`src/rtl/uart_pkg.sv`:
```
// rtl/uart_pkg.sv - shared constants and state encoding for the uart_controller peripheral
package uart_pkg;

   // Register map
   localparam logic [7:0] UART_ADDR_STATUS = 8'h00;
   localparam logic [7:0] UART_ADDR_BRG_LO = 8'h01;
   localparam logic [7:0] UART_ADDR_BRG_HI = 8'h02;
   localparam logic [7:0] UART_ADDR_TXDATA = 8'h03;
   localparam logic [7:0] UART_ADDR_RXDATA = 8'h04;

   // STATUS register bit positions
   localparam int STAT_TXBUSY  = 0;
   localparam int STAT_RXFULL  = 1;
   localparam int STAT_OVERRUN = 2;

   // Baud strobes per serial bit
   localparam int OVERSAMPLE = 16;

   // Frame state shared by the transmitter and the receiver
   typedef enum logic [1:0] {
      ST_IDLE  = 2'd0,
      ST_START = 2'd1,
      ST_DATA  = 2'd2,
      ST_STOP  = 2'd3
   } uart_state_e;

endpackage

```
`src/rtl/uart_tx.sv`:
```
// rtl/uart_tx.sv - 8N1 serialiser paced by the 16x baud strobe
module uart_tx
   import uart_pkg::*;
(
   input  logic       clk_i,
   input  logic       rst_i,
   input  logic       brg_stb_i,
   input  logic       we_i,
   input  logic [7:0] din_i,
   output logic       dout_o,
   output logic       busy_o
);

   localparam logic [1:0] S_IDLE  = ST_IDLE;
   localparam logic [1:0] S_START = ST_START;
   localparam logic [1:0] S_DATA  = ST_DATA;
   localparam logic [1:0] S_STOP  = ST_STOP;
   localparam logic [3:0] TICK_LAST = 4'(OVERSAMPLE - 1);

   logic [1:0] state;
   logic       armed;      // byte accepted, start bit waits for the next strobe
   logic [3:0] tick;
   logic [2:0] bit_idx;
   logic [7:0] shreg;

   // Frame sequencer: every bit lasts OVERSAMPLE strobes, data shifted out LSB first
   always_ff @(posedge clk_i) begin
      if (rst_i) begin
         state   <= S_IDLE;
         armed   <= 1'b0;
         tick    <= 4'd0;
         bit_idx <= 3'd0;
         shreg   <= 8'h00;
      end else begin
         case (state)
            S_IDLE: begin
               if (we_i) begin
                  state   <= S_START;
                  armed   <= 1'b1;
                  shreg   <= din_i;
                  tick    <= 4'd0;
                  bit_idx <= 3'd0;
               end
            end
            S_START: begin
               if (brg_stb_i) begin
                  if (armed) begin
                     armed <= 1'b0;
                     tick  <= 4'd0;
                  end else if (tick == TICK_LAST) begin
                     tick  <= 4'd0;
                     state <= S_DATA;
                  end else begin
                     tick <= tick + 4'd1;
                  end
               end
            end
            S_DATA: begin
               if (brg_stb_i) begin
                  if (tick == TICK_LAST) begin
                     tick  <= 4'd0;
                     shreg <= {1'b0, shreg[7:1]};
                     if (bit_idx == 3'd7) begin
                        state <= S_STOP;
                     end else begin
                        bit_idx <= bit_idx + 3'd1;
                     end
                  end else begin
                     tick <= tick + 4'd1;
                  end
               end
            end
            S_STOP: begin
               if (brg_stb_i) begin
                  if (tick == TICK_LAST) begin
                     tick  <= 4'd0;
                     state <= S_IDLE;
                  end else begin
                     tick <= tick + 4'd1;
                  end
               end
            end
            default: state <= S_IDLE;
         endcase
      end
   end

   // Line level: high while idle, armed or in stop, low for the start bit
   always_comb begin
      dout_o = 1'b1;
      case (state)
         S_START: dout_o = armed;
         S_DATA:  dout_o = shreg[0];
         default: dout_o = 1'b1;
      endcase
   end

   assign busy_o = (state != S_IDLE);

endmodule

```
`src/rtl/uart_controller.sv`:
```
// rtl/uart_controller.sv - byte-wide 8N1 UART register block; UART_OVERRUN_EN adds the OVERRUN status bit
module uart_controller
   import uart_pkg::*;
#(
   parameter logic [15:0] BRG_RESET = 16'h0000
) (
   input  logic       clk_i,
   input  logic       rst_i,
   input  logic       en_i,
   input  logic       we_i,
   input  logic [7:0] addr_i,
   input  logic [7:0] din_i,
   output logic [7:0] dout_o,
   output logic       tx_o,
   input  logic       rx_i
);

   localparam logic [1:0] S_IDLE  = ST_IDLE;
   localparam logic [1:0] S_START = ST_START;
   localparam logic [1:0] S_DATA  = ST_DATA;
   localparam logic [1:0] S_STOP  = ST_STOP;
   localparam logic [3:0] TICK_LAST = 4'(OVERSAMPLE - 1);
   localparam logic [3:0] TICK_HALF = 4'(OVERSAMPLE / 2 - 1);

   logic        wr_en, rd_en, tx_we, rd_rxdata;
   logic [7:0]  brg_lo, brg_hi;
   logic [15:0] brg_cnt;
   logic        brg_stb;
   logic        tx_busy;
   logic        rx_s1, rx_s2, rx_prev;
   logic [1:0]  rx_state;
   logic [3:0]  rx_tick;
   logic [2:0]  rx_bit;
   logic [7:0]  rx_shreg;
   logic        rx_done;
   logic [7:0]  rxdata;
   logic        rxfull;
   logic        overrun_bit;
   logic [7:0]  rd_data;

   assign wr_en     = en_i & we_i;
   assign rd_en     = en_i & ~we_i;
   assign tx_we     = wr_en & (addr_i == UART_ADDR_TXDATA);
   assign rd_rxdata = rd_en & (addr_i == UART_ADDR_RXDATA);

   // Baud generator: down-counter, strobe on zero, reload picks up the latest divisor
   assign brg_stb = (brg_cnt == 16'd0);

   always_ff @(posedge clk_i) begin
      if (rst_i) begin
         brg_cnt <= BRG_RESET;
      end else if (brg_stb) begin
         brg_cnt <= {brg_hi, brg_lo};
      end else begin
         brg_cnt <= brg_cnt - 16'd1;
      end
   end

   uart_tx u_tx (
      .clk_i     (clk_i),
      .rst_i     (rst_i),
      .brg_stb_i (brg_stb),
      .we_i      (tx_we),
      .din_i     (din_i),
      .dout_o    (tx_o),
      .busy_o    (tx_busy)
   );

   // Two-flop synchroniser plus a delayed copy for falling-edge detection
   always_ff @(posedge clk_i) begin
      if (rst_i) begin
         rx_s1   <= 1'b1;
         rx_s2   <= 1'b1;
         rx_prev <= 1'b1;
      end else begin
         rx_s1   <= rx_i;
         rx_s2   <= rx_s1;
         rx_prev <= rx_s2;
      end
   end

   // Receiver: confirm start at mid-bit, then sample every OVERSAMPLE strobes near bit centre
   always_ff @(posedge clk_i) begin
      if (rst_i) begin
         rx_state <= S_IDLE;
         rx_tick  <= 4'd0;
         rx_bit   <= 3'd0;
         rx_shreg <= 8'h00;
         rx_done  <= 1'b0;
      end else begin
         rx_done <= 1'b0;
         case (rx_state)
            S_IDLE: begin
               if (rx_prev && !rx_s2) begin
                  rx_state <= S_START;
                  rx_tick  <= 4'd0;
               end
            end
            S_START: begin
               if (brg_stb) begin
                  if (rx_tick == TICK_HALF) begin
                     rx_tick <= 4'd0;
                     rx_bit  <= 3'd0;
                     rx_state <= rx_s2 ? S_IDLE : S_DATA;
                  end else begin
                     rx_tick <= rx_tick + 4'd1;
                  end
               end
            end
            S_DATA: begin
               if (brg_stb) begin
                  if (rx_tick == TICK_LAST) begin
                     rx_tick  <= 4'd0;
                     rx_shreg <= {rx_s2, rx_shreg[7:1]};
                     if (rx_bit == 3'd7) begin
                        rx_state <= S_STOP;
                     end else begin
                        rx_bit <= rx_bit + 3'd1;
                     end
                  end else begin
                     rx_tick <= rx_tick + 4'd1;
                  end
               end
            end
            S_STOP: begin
               if (brg_stb) begin
                  if (rx_tick == TICK_LAST) begin
                     rx_tick  <= 4'd0;
                     rx_state <= S_IDLE;
                     rx_done  <= rx_s2;   // low stop bit is a framing error: drop the byte
                  end else begin
                     rx_tick <= rx_tick + 4'd1;
                  end
               end
            end
            default: rx_state <= S_IDLE;
         endcase
      end
   end

   // Register file: divisor writes, registered reads, receive buffer (new byte beats a same-cycle read)
   always_ff @(posedge clk_i) begin
      if (rst_i) begin
         brg_lo <= BRG_RESET[7:0];
         brg_hi <= BRG_RESET[15:8];
         dout_o <= 8'h00;
         rxdata <= 8'h00;
         rxfull <= 1'b0;
      end else begin
         if (wr_en && addr_i == UART_ADDR_BRG_LO) brg_lo <= din_i;
         if (wr_en && addr_i == UART_ADDR_BRG_HI) brg_hi <= din_i;
         if (rd_en) dout_o <= rd_data;
         if (rx_done) begin
            rxdata <= rx_shreg;
            rxfull <= 1'b1;
         end else if (rd_rxdata) begin
            rxfull <= 1'b0;
         end
      end
   end

`ifdef UART_OVERRUN_EN
   logic overrun;

   // Overrun flag: a byte landed on top of an unread one; cleared by reading RXDATA
   always_ff @(posedge clk_i) begin
      if (rst_i) begin
         overrun <= 1'b0;
      end else if (rd_rxdata) begin
         overrun <= 1'b0;
      end else if (rx_done && rxfull) begin
         overrun <= 1'b1;
      end
   end

   assign overrun_bit = overrun;
`else
   assign overrun_bit = 1'b0;
`endif

   // Read mux; write-only and unmapped addresses read as zero
   always_comb begin
      rd_data = 8'h00;
      case (addr_i)
         UART_ADDR_STATUS: begin
            rd_data[STAT_TXBUSY]  = tx_busy;
            rd_data[STAT_RXFULL]  = rxfull;
            rd_data[STAT_OVERRUN] = overrun_bit;
         end
         UART_ADDR_BRG_LO: rd_data = brg_lo;
         UART_ADDR_BRG_HI: rd_data = brg_hi;
         UART_ADDR_RXDATA: rd_data = rxdata;
         default:          rd_data = 8'h00;
      endcase
   end

endmodule

```
`config.mk`:
```
export PLATFORM = sky130hd
export DESIGN_NAME = uart_controller
export DESIGN_NICKNAME = d
export VERILOG_FILES = /design/src/rtl/uart_pkg.sv /design/src/rtl/uart_tx.sv /design/src/rtl/uart_controller.sv
export SDC_FILE = /design/constraint.sdc
export NUM_CORES = 1
export LEC_CHECK = 0
export BUFFER_PORTS_ARGS = -buffer_cell sky130_fd_sc_hd__buf_2
export CAP_MARGIN = 20
export CELL_PAD_IN_SITES_DETAIL_PLACEMENT = 1
export CELL_PAD_IN_SITES_GLOBAL_PLACEMENT = 1
export CORE_MARGIN = 10
export CORE_UTILIZATION = 40
export DETAILED_ROUTE_END_ITERATION = 7
export PLACE_DENSITY = 0.71
export REMOVE_ABC_BUFFERS = 1
export SLEW_MARGIN = 5
export SYNTH_ARGS = -nofsm -noshare
export SYNTH_HDL_FRONTEND = slang
export SYNTH_SLANG_ARGS = --single-unit
export TNS_END_PERCENT = 10
```
`constraint.sdc`:
```
create_clock -name clk_i -period 2.1 [get_ports clk_i]
set_input_delay 0.21 -clock clk_i [delete_from_list [all_inputs] [get_ports clk_i]]
set_output_delay 0.21 -clock clk_i [all_outputs]
set_load 0.005 [all_outputs]
```
---- Word level (Yosys, flattened, before mapping) ----
Index checks and enable logic that the tools add are counted.
storage, ports and cells
  bits in registers ....................... 88
  input port bits ......................... 21
  output and inout bits ................... 9
  logic and storage cells ................. 149
cells by class
  add/subtract/negate cells ............... 5
  eq/ne operators ......................... 36
  muxes and demuxes ....................... 56
  bitwise logic cells ..................... 8
  reduce and logical (&&, ||, !) cells .... 25
operator list
  operator               number
  $mux 4                 10
  $mux 2                 18
  $ne 2x2->1 const B     15
  $mux 3                 9
  $mux 8                 3
  $pmux 4 s3             2
  $eq 8x2->1 const B     2
  $logic_not 16->1       1
  $mux 16                1
  $pmux 2 s4             2
  $pmux 8 s2             1
  $sub 16x1->16 const B  1
  $pmux 5 s3             1
  $ne 2x1->1 const B     6
  $pmux 3 s2             2
  $pmux 3 s4             1
  $reduce_and 3->1       4
  $reduce_bool 2->1      5
  $reduce_and 9->1       1
  $add 4x1->4 const B    2
  $eq 2x2->1 const B     4
  $eq 4x4->1 const B     2
  $eq 8x1->1 const B     1
  $eq 8x3->1 const B     1
  18 further kinds       35

---- Longest topological paths before layout ----
Gate-level depths: netlist of the first run.
  word-level depth ........................ 5
  gate-level depth with buffers ........... 8
  depth with buffers taken out ............ 7

---- Hierarchy ----
Synthesis of the first run repeated with hierarchy kept, for this count alone.
unflattened totals
  cell total of the unflattened synthesis .. 472
  area total of the unflattened synthesis .. 4,277.9 um^2
by module, submodules not included
  module           instances  cells each  area each (um^2)  sequential area each (um^2)
  uart_controller  1          363         3,253.1           1,401.3
  uart_tx          1          109         1,024.7           360.3

---- Least setup slack after synthesis of the first run ----
OpenSTA, ideal clock, no wires.
  kind .................................... reg-to-reg
  from .................................... register brg_cnt[3]
  to ...................................... register rx_shreg[1]
  library setup time ...................... 0.128 ns
  arrival ................................. 1.763 ns
  data required time ...................... 1.972 ns
  path slack .............................. 0.209 ns
  cell stages (with the launch flop) ...... 7
  buffers on the path ..................... 1
  period minus slack after synthesis ...... 1.891 ns
  path through ............................ dfxtp_1 -> nor4_1 -> nand4b_1 -> or4_1 -> buf_2 -> mux2i_1 -> nor2_1
on the way
  longest elaborated chain between the ends .. 2
RTL lines
  item                        line                    source
  start: declaration          uart_controller.sv:27   logic [15:0] brg_cnt;
  start signal: assignment    uart_controller.sv:53   brg_cnt <= {brg_hi, brg_lo};
  start signal: assignment    uart_controller.sv:55   brg_cnt <= brg_cnt - 16'd1;
  $logic_not 16->1            uart_controller.sv:47   assign brg_stb = (brg_cnt == 16'd0);
  $reduce_and 3->1 (no line)  --
  end signal: assignment      uart_controller.sv:114  rx_shreg <= {rx_s2, rx_shreg[7:1]};
  end: declaration            uart_controller.sv:34   logic [7:0] rx_shreg;
No other way between the ends.
A chain may end at the register's enable or synchronous reset.

---- Worst setup path in the final report of the first run ----
  from .................................... register brg_cnt[3]
  to ...................................... register rx_shreg[0]
The elaborated chain is that of the path after synthesis.

==> metrics.cfg, run 1 <==
[outcome]
status=complete, no violations

[detailed_routing]
via_per_inst=5.55
drt_first_pass_iters=4
wl_um=11400
drc=0
vias=3584
avgRoutedWirePerCell_um=17.7
dr.first_iter.drc_count=182
ant_nets=0

[power_and_ir_drop]
power_switching_mw=1.63
ir_drop_uv=430
p_seq_share_pct=40.0
powerDensity_nw_per_um2=1020
intPower_mw=3.29
netSwitchingFraction_pct=33.1
finalPower_mw=4.93
p_comb_share_pct=30.7
p_leak_nw=1.98
p_clk_share_pct=29.3

[cells_and_area]
final_util_pct=47.1
n_antenna_cell=0
design_area_um2=4840
fillers=1247
area_growth_pct=14.8
layout-drive-gt1-share_pct=15.9
nNetsFinal=538

[synth]
ys_ff_latch=88
synth_cell_type_count=52
async_reset_ff_share_pct=0
synth_edf_count=0
synthCells=478
syn_area_um2=4210
synthFlopType=dfxtp_1
yosys_warnings=0
ys_seq_area_share_pct=41.8
postSynthAreaPerCell_um2=8.81

[worst_setup_path]
cp-endpoint=rx_shreg[0]
cp.required_ns=2.36
critPathLaunch=brg_cnt[3]
cp_cell_sequence=nor4_2, nand4b_1, or4_1, buf_4, mux2i_1, nor2_1
r2r_slack_ns=0.15
cp-end-kind=flop
cp.arrival_ns=2.21
cp.depth=6
criticalPathCategory=reg2reg
startpoint_type=flop
cpPeakStageDelay_ns=0.53
r2r-start=brg_cnt[3]
crit_path_top_delay_cell=or4_1
r2r-end=rx_shreg[0]
reg2regPathDepth=6
path_delay_family=simple AND/OR/NAND/NOR gates
crit_fanout=8
crit_buf_inv=1

[clocking]
cts_tree=yes
clkSlewWorstSetupHoldPaths_ns=0.09
clockBufferDepth=2
clock_latency_ns=0.36
htreeDepth=3
numCtsBuffers=9
cts-root-buf=clkbuf_8
cts.repair.resized=0
cts.sinks=88
ctsHoldBuffers=0
postCtsSetupBuffers=0

[floorplan]
die_h_um=123
dieArea_um2=15000
ios=30
core-area_um2=10300
die_w_um=123
initial_utilization_pct=41.0
num_rows=37

[global_routing]
grt_pass1_wl_um=19200
antenna_found_initial=0
grt_overflow=0
grt_pass1_vias=3831
grt_start_max_net_pins=44
track_usage_pct=15.9

[place]
dp_hpwl_um=8500
port_buffers=29
gp_congestion=0.826
placed_cell_area_um2=4570

[sta]
setup_violations=0
slew-limit-headroom_pct=56.7
hold_viol=0
min_period_ns=1.95
fin_skew_ns=0.00592
fmax_ghz=0.512
period_share_pct=93.0
report.final.slew_viol_count=0
setup_tns_ns=0
worst_pin_slew_ns=0.643

[flow_run]
drv_cap=0

[min_path]
hold_path_class=in2reg

stage by stage:
stage / setup WS, ns / instances / hold WS (ns)
6_report: 0.148 / 646 / 0.0333
5_1_grt: -0.00225 / 646 / 0.0158
4_1_cts: 0.0395 / 646 / 0.0209
3_5_place_dp: 0.0683 / 630 / 0.401
3_3_place_gp: 0.171 / 630 / 0.397
2_1_floorplan: -0.128 / 446 / 0.275
worst min-delay path by stage:
stage / start / end / slack (ns) / cells past startpoint
final: rx_i / rx_s1 / 0.03 / 2
after global placement: rx_i / rx_s1 / 0.40 / 2
after detailed placement: rx_s1 / rx_s2 / 0.40 / 1
after global routing: rx_i / rx_s1 / 0.02 / 2
after floorplan: rst_i / brg_cnt[11] / 0.27 / 1
after CTS: rx_i / rx_s1 / 0.02 / 2
per-layer routing:
layer	global-route usage (%)	part of all wire [%]	vias up	routed length [µm]
li1	-	-	1761	-
met1	19.4	47	1749	5330
met2	26.9	49	52	5540
met3	2.89	2.5	22	290
met4	7.22	2.2	0	255
met5	0	0	-	0
state kept, by name, indices dropped and copies added, names as in the netlist, 3 cells and up, named ones only:
signal,count
rx_tick,4
brg_lo,8
dout_o,8
rxdata,8
u_tx.shreg,8
brg_hi,8
u_tx.tick,4
rx_bit,3
rx_shreg,8
brg_cnt,16
u_tx.bit_idx,3
cell usage after synthesis, types with 4 or more instances:
library cell,number,share of area [%]
a22oi_1,7,1.2
buf_2,5,0.59
nor4_1,7,1.0
nor2_1,66,5.9
a21oi_1,29,3.4
a311oi_1,8,1.7
and3_1,5,0.74
a22o_1,5,1.0
nand2b_1,7,1.0
nor3_1,7,0.83
a31oi_1,5,0.74
nand4_1,5,0.74
xnor2_1,9,1.9
nand4b_1,4,0.83
or2_2,7,1.0
a211oi_1,12,2.1
nand2_1,29,2.6
ha_1,12,3.6
clkbuf_1,24,2.1
nand3_1,11,1.3
inv_1,12,1.1
a2bb2oi_1,4,0.83
o21ai_0,19,2.3
xor2_1,5,1.0
nor2b_1,7,1.0
mux2i_1,43,10
dfxtp_1,88,42
power by group through the flow:
stage	combinational (mW)	clock [mW]	sequential [mW]
5_1_grt	1.69	1.55	2.00
2_1_floorplan	0.929	0	1.97
6_report	1.51	1.44	1.97
3_3_place_gp	1.42	0	1.99
3_5_place_dp	1.45	0	2.00
4_1_cts	1.48	1.48	1.96
layout make-up:
cell class / count / area [µm²] / area share, %
Tap cell: 136 / 170 / 3.52
Timing Repair Buffer: 48 / 313 / 6.47
Sequential cell: 88 / 1760 / 36.4
Inverter: 12 / 45.0 / 0.931
Clock inverter: 5 / 104 / 2.15
Clock buffer: 11 / 141 / 2.92
Multi-Input combinational cell: 346 / 2300 / 47.6
layout by cell type, fill, tap and decap left out, types with 3 or more instances in the layout:
cell and count:
a22o_1 5, buf_2 29, o21ai_0 19, nand2_1 29, and2_1 3, a311oi_1 8
inv_1 12, nor4_2 3, dfxtp_1 88, nor2_1 66, a22oi_1 7, ha_1 12
xor2_1 5, bufinv_16 3, nand4b_1 4, nor4_1 5, nor3_1 7, nand2b_1 7
a31oi_1 5, or3_1 3, or2_2 7, nor2b_1 7, nand4_1 5, a2bb2oi_1 4
mux2i_1 43, clkbuf_8 10, and3_1 5, a21oi_1 29, buf_4 17, a211oi_1 12
nand3_1 11, xnor2_1 9, nand3b_1 3
kinds of logic after synthesis:
kind of cell,Yosys count,synth area share [%]
flops,88,41.8
simple gates,175,21.2
buf+inv,44,4.16
xor+xnor,14,2.91
compound gates,102,16.1
mux,43,10.2
fa+ha+maj,12,3.56
(Power assumes the default switching activity.)
==> run 2, diff against run 1 <==
--- a/config.mk
+++ b/config.mk
@@ -9,6 +9,7 @@
 export CAP_MARGIN = 20
 export CELL_PAD_IN_SITES_DETAIL_PLACEMENT = 1
 export CELL_PAD_IN_SITES_GLOBAL_PLACEMENT = 1
+export CORE_ASPECT_RATIO = 1.2
 export CORE_MARGIN = 10
 export CORE_UTILIZATION = 40
 export DETAILED_ROUTE_END_ITERATION = 7
==> metrics.cfg, run 2 (synthesized netlist as in run 1, its figures left out) <==
[place]
gp_congestion=0.803  ; -2.8%
placed_cell_area_um2=4540  ; -0.58%
dp_hpwl_um=8400  ; -1.1%
port_buffers=29  ; unchanged

[clocking]
clockBufferDepth=2  ; unchanged
numCtsBuffers=9  ; unchanged
cts.sinks=88  ; unchanged
postCtsSetupBuffers=0  ; unchanged
clkSlewWorstSetupHoldPaths_ns=0.06  ; -0.03 ns
cts-root-buf=clkbuf_16
htreeDepth=3  ; unchanged
clock_latency_ns=0.34  ; -0.02 ns
cts_tree=yes

[cells_and_area]
design_area_um2=4870  ; +0.59%
nNetsFinal=539  ; +0.19%
largest_reg_flops=16  ; unchanged
area_growth_pct=15.5
final_util_pct=46.7  ; -0.34 points
layout-drive-gt1-share_pct=16.0  ; +0.16 points
final_common_cell=dfxtp_1
final_cell_mix=dfxtp_1, nor2_1, mux2i_1
n_antenna_cell=0  ; unchanged
regMostFlops=brg_cnt

[global_routing]
grt_overflow=0  ; unchanged
grt_pass1_vias=3723  ; -2.8%
antenna_found_initial=0  ; unchanged
busiest_layer=met2
grt_pass1_wl_um=18900  ; -1.4%
track_usage_pct=15.4  ; -0.57 points
grt_start_max_net_pins=32  ; -27%
grt_use_met2_pct=27.3  ; +0.43 points
grt_util_met3_pct=3.35  ; +0.45 points
grt_use_met1_pct=17.6  ; -1.8 points

[sta]
timing.hold.ws_ns=0.0556  ; +0.0223 ns
report.final.slew_viol_count=0  ; unchanged
worst_pin_slew_ns=0.541  ; -0.102 ns
slew-limit-headroom_pct=63.9  ; +7.2 points
hold_viol=0  ; unchanged
period_share_pct=93.5  ; +0.48 points
setup_tns_ns=0  ; unchanged
setup_violations=0  ; unchanged
fmax_ghz=0.510  ; -0.51%
fin_skew_ns=0.00687  ; +0.000949 ns
rsz0062_at_grt=false
min_period_ns=1.96  ; +0.00998 ns

[detailed_routing]
ant_nets=0  ; unchanged
via_per_inst=5.52  ; -0.47%
dr.first_iter.drc_count=123  ; -32%
vias=3534  ; -1.4%
drc=0  ; unchanged
avgRoutedWirePerCell_um=18.0  ; +1.8%
drt_first_pass_iters=4  ; unchanged
wl_um=11500  ; +0.86%

[worst_setup_path]
cp.required_ns=2.32  ; -0.04 ns
r2r-start=brg_cnt[3]
crit_path_top_delay_cell=or4_1
cp_cell_sequence=nor4_4, nand4b_1, or4_1, buf_4, mux2i_1, nor2_1
critPathLaunch=brg_cnt[3]
path_delay_family=simple AND/OR/NAND/NOR gates
crit_fanout=8  ; unchanged
startpoint_type=flop
cp.arrival_ns=2.18  ; -0.03 ns
crit_buf_inv=1  ; unchanged
criticalPathCategory=reg2reg
cpPeakStageDelay_ns=0.53  ; about the same
cp-end-kind=flop

[power_and_ir_drop]
p_comb_share_pct=30.2  ; -0.5 points
p_seq_share_pct=38.5  ; -1.5 points
netSwitchingFraction_pct=33.8  ; +0.64 points
powerDensity_nw_per_um2=1060  ; +3.6%
p_leak_nw=1.99  ; +0.61%
intPower_mw=3.40  ; +3.2%
ir_drop_uv=488  ; +14%
power_switching_mw=1.73  ; +6.2%
p_clk_share_pct=31.3  ; +2.0 points

[min_path]
min_from=rx_i
hold_path_class=in2reg

[floorplan]
num_rows=41  ; +11%
die_h_um=132  ; +8.0%
initial_utilization_pct=40.5  ; -0.54 points
core-area_um2=10400  ; +1.3%
die_w_um=114  ; -7.3%
ios=30  ; unchanged
dieArea_um2=15100  ; +0.12%

[flow_run]
drv_cap=0  ; unchanged

[outcome]
status=complete, no violations

run 2: cell count changes in the layout (fill, tap and decap cells not counted), moves of 2 or more:
cell,previous run,this run
clkinvlp_4,0,3
clkbuf_8,10,0
clkbuf_16,0,9
buf_12,2,0
bufinv_16,3,1
buf_4,17,20
run 2: cell type report:
type	instances	area (µm²)
Clock inverter	5	57.6
Clock buffer	11	233
Tap cell	129	161
Sequential cell	88	1760
Timing Repair Buffer	49	295
Inverter	12	45.0
Multi-Input combinational cell	346	2310
Fill cell	1238	5550
run 2: repair_timing:
item,in CTS,in global routing
hold buffers,0,0
gates resized for setup,1,6
setup endpoints to repair,4,25
run 2: stage by stage:
step           worst slack [ns]  std cells  total power, mW
5_1_grt                 0.00500        640             5.42
2_1_floorplan            -0.128        446             2.90
3_5_place_dp             0.0400        624             3.48
4_1_cts                  0.0323        640             5.11
3_3_place_gp              0.102        624             3.43
6_report                  0.138        640             5.13
run 2: final timing paths:
check                 to  slack (ns)  cells past startpoint
max          rx_shreg[0]        0.14                      6
min                rx_s1        0.06                      2
max reg2reg  rx_shreg[0]        0.14                      6
min reg2reg        rx_s2        0.42                      1
run 2: metal layers:
layer / vias up / wire, µm
li1: 1763 / -
met1: 1723 / 5180
met2: 37 / 5900
met3: 11 / 265
met4: 0 / 162
met5: - / 0
run 2: power groups by stage:
stage | logic (mW) | clock network [mW] | registers [mW]
2_1_floorplan | 0.929 | 0 | 1.97
3_3_place_gp | 1.44 | 0 | 1.98
3_5_place_dp | 1.48 | 0 | 2.00
4_1_cts | 1.51 | 1.64 | 1.96
5_1_grt | 1.71 | 1.71 | 2.00
6_report | 1.55 | 1.61 | 1.98
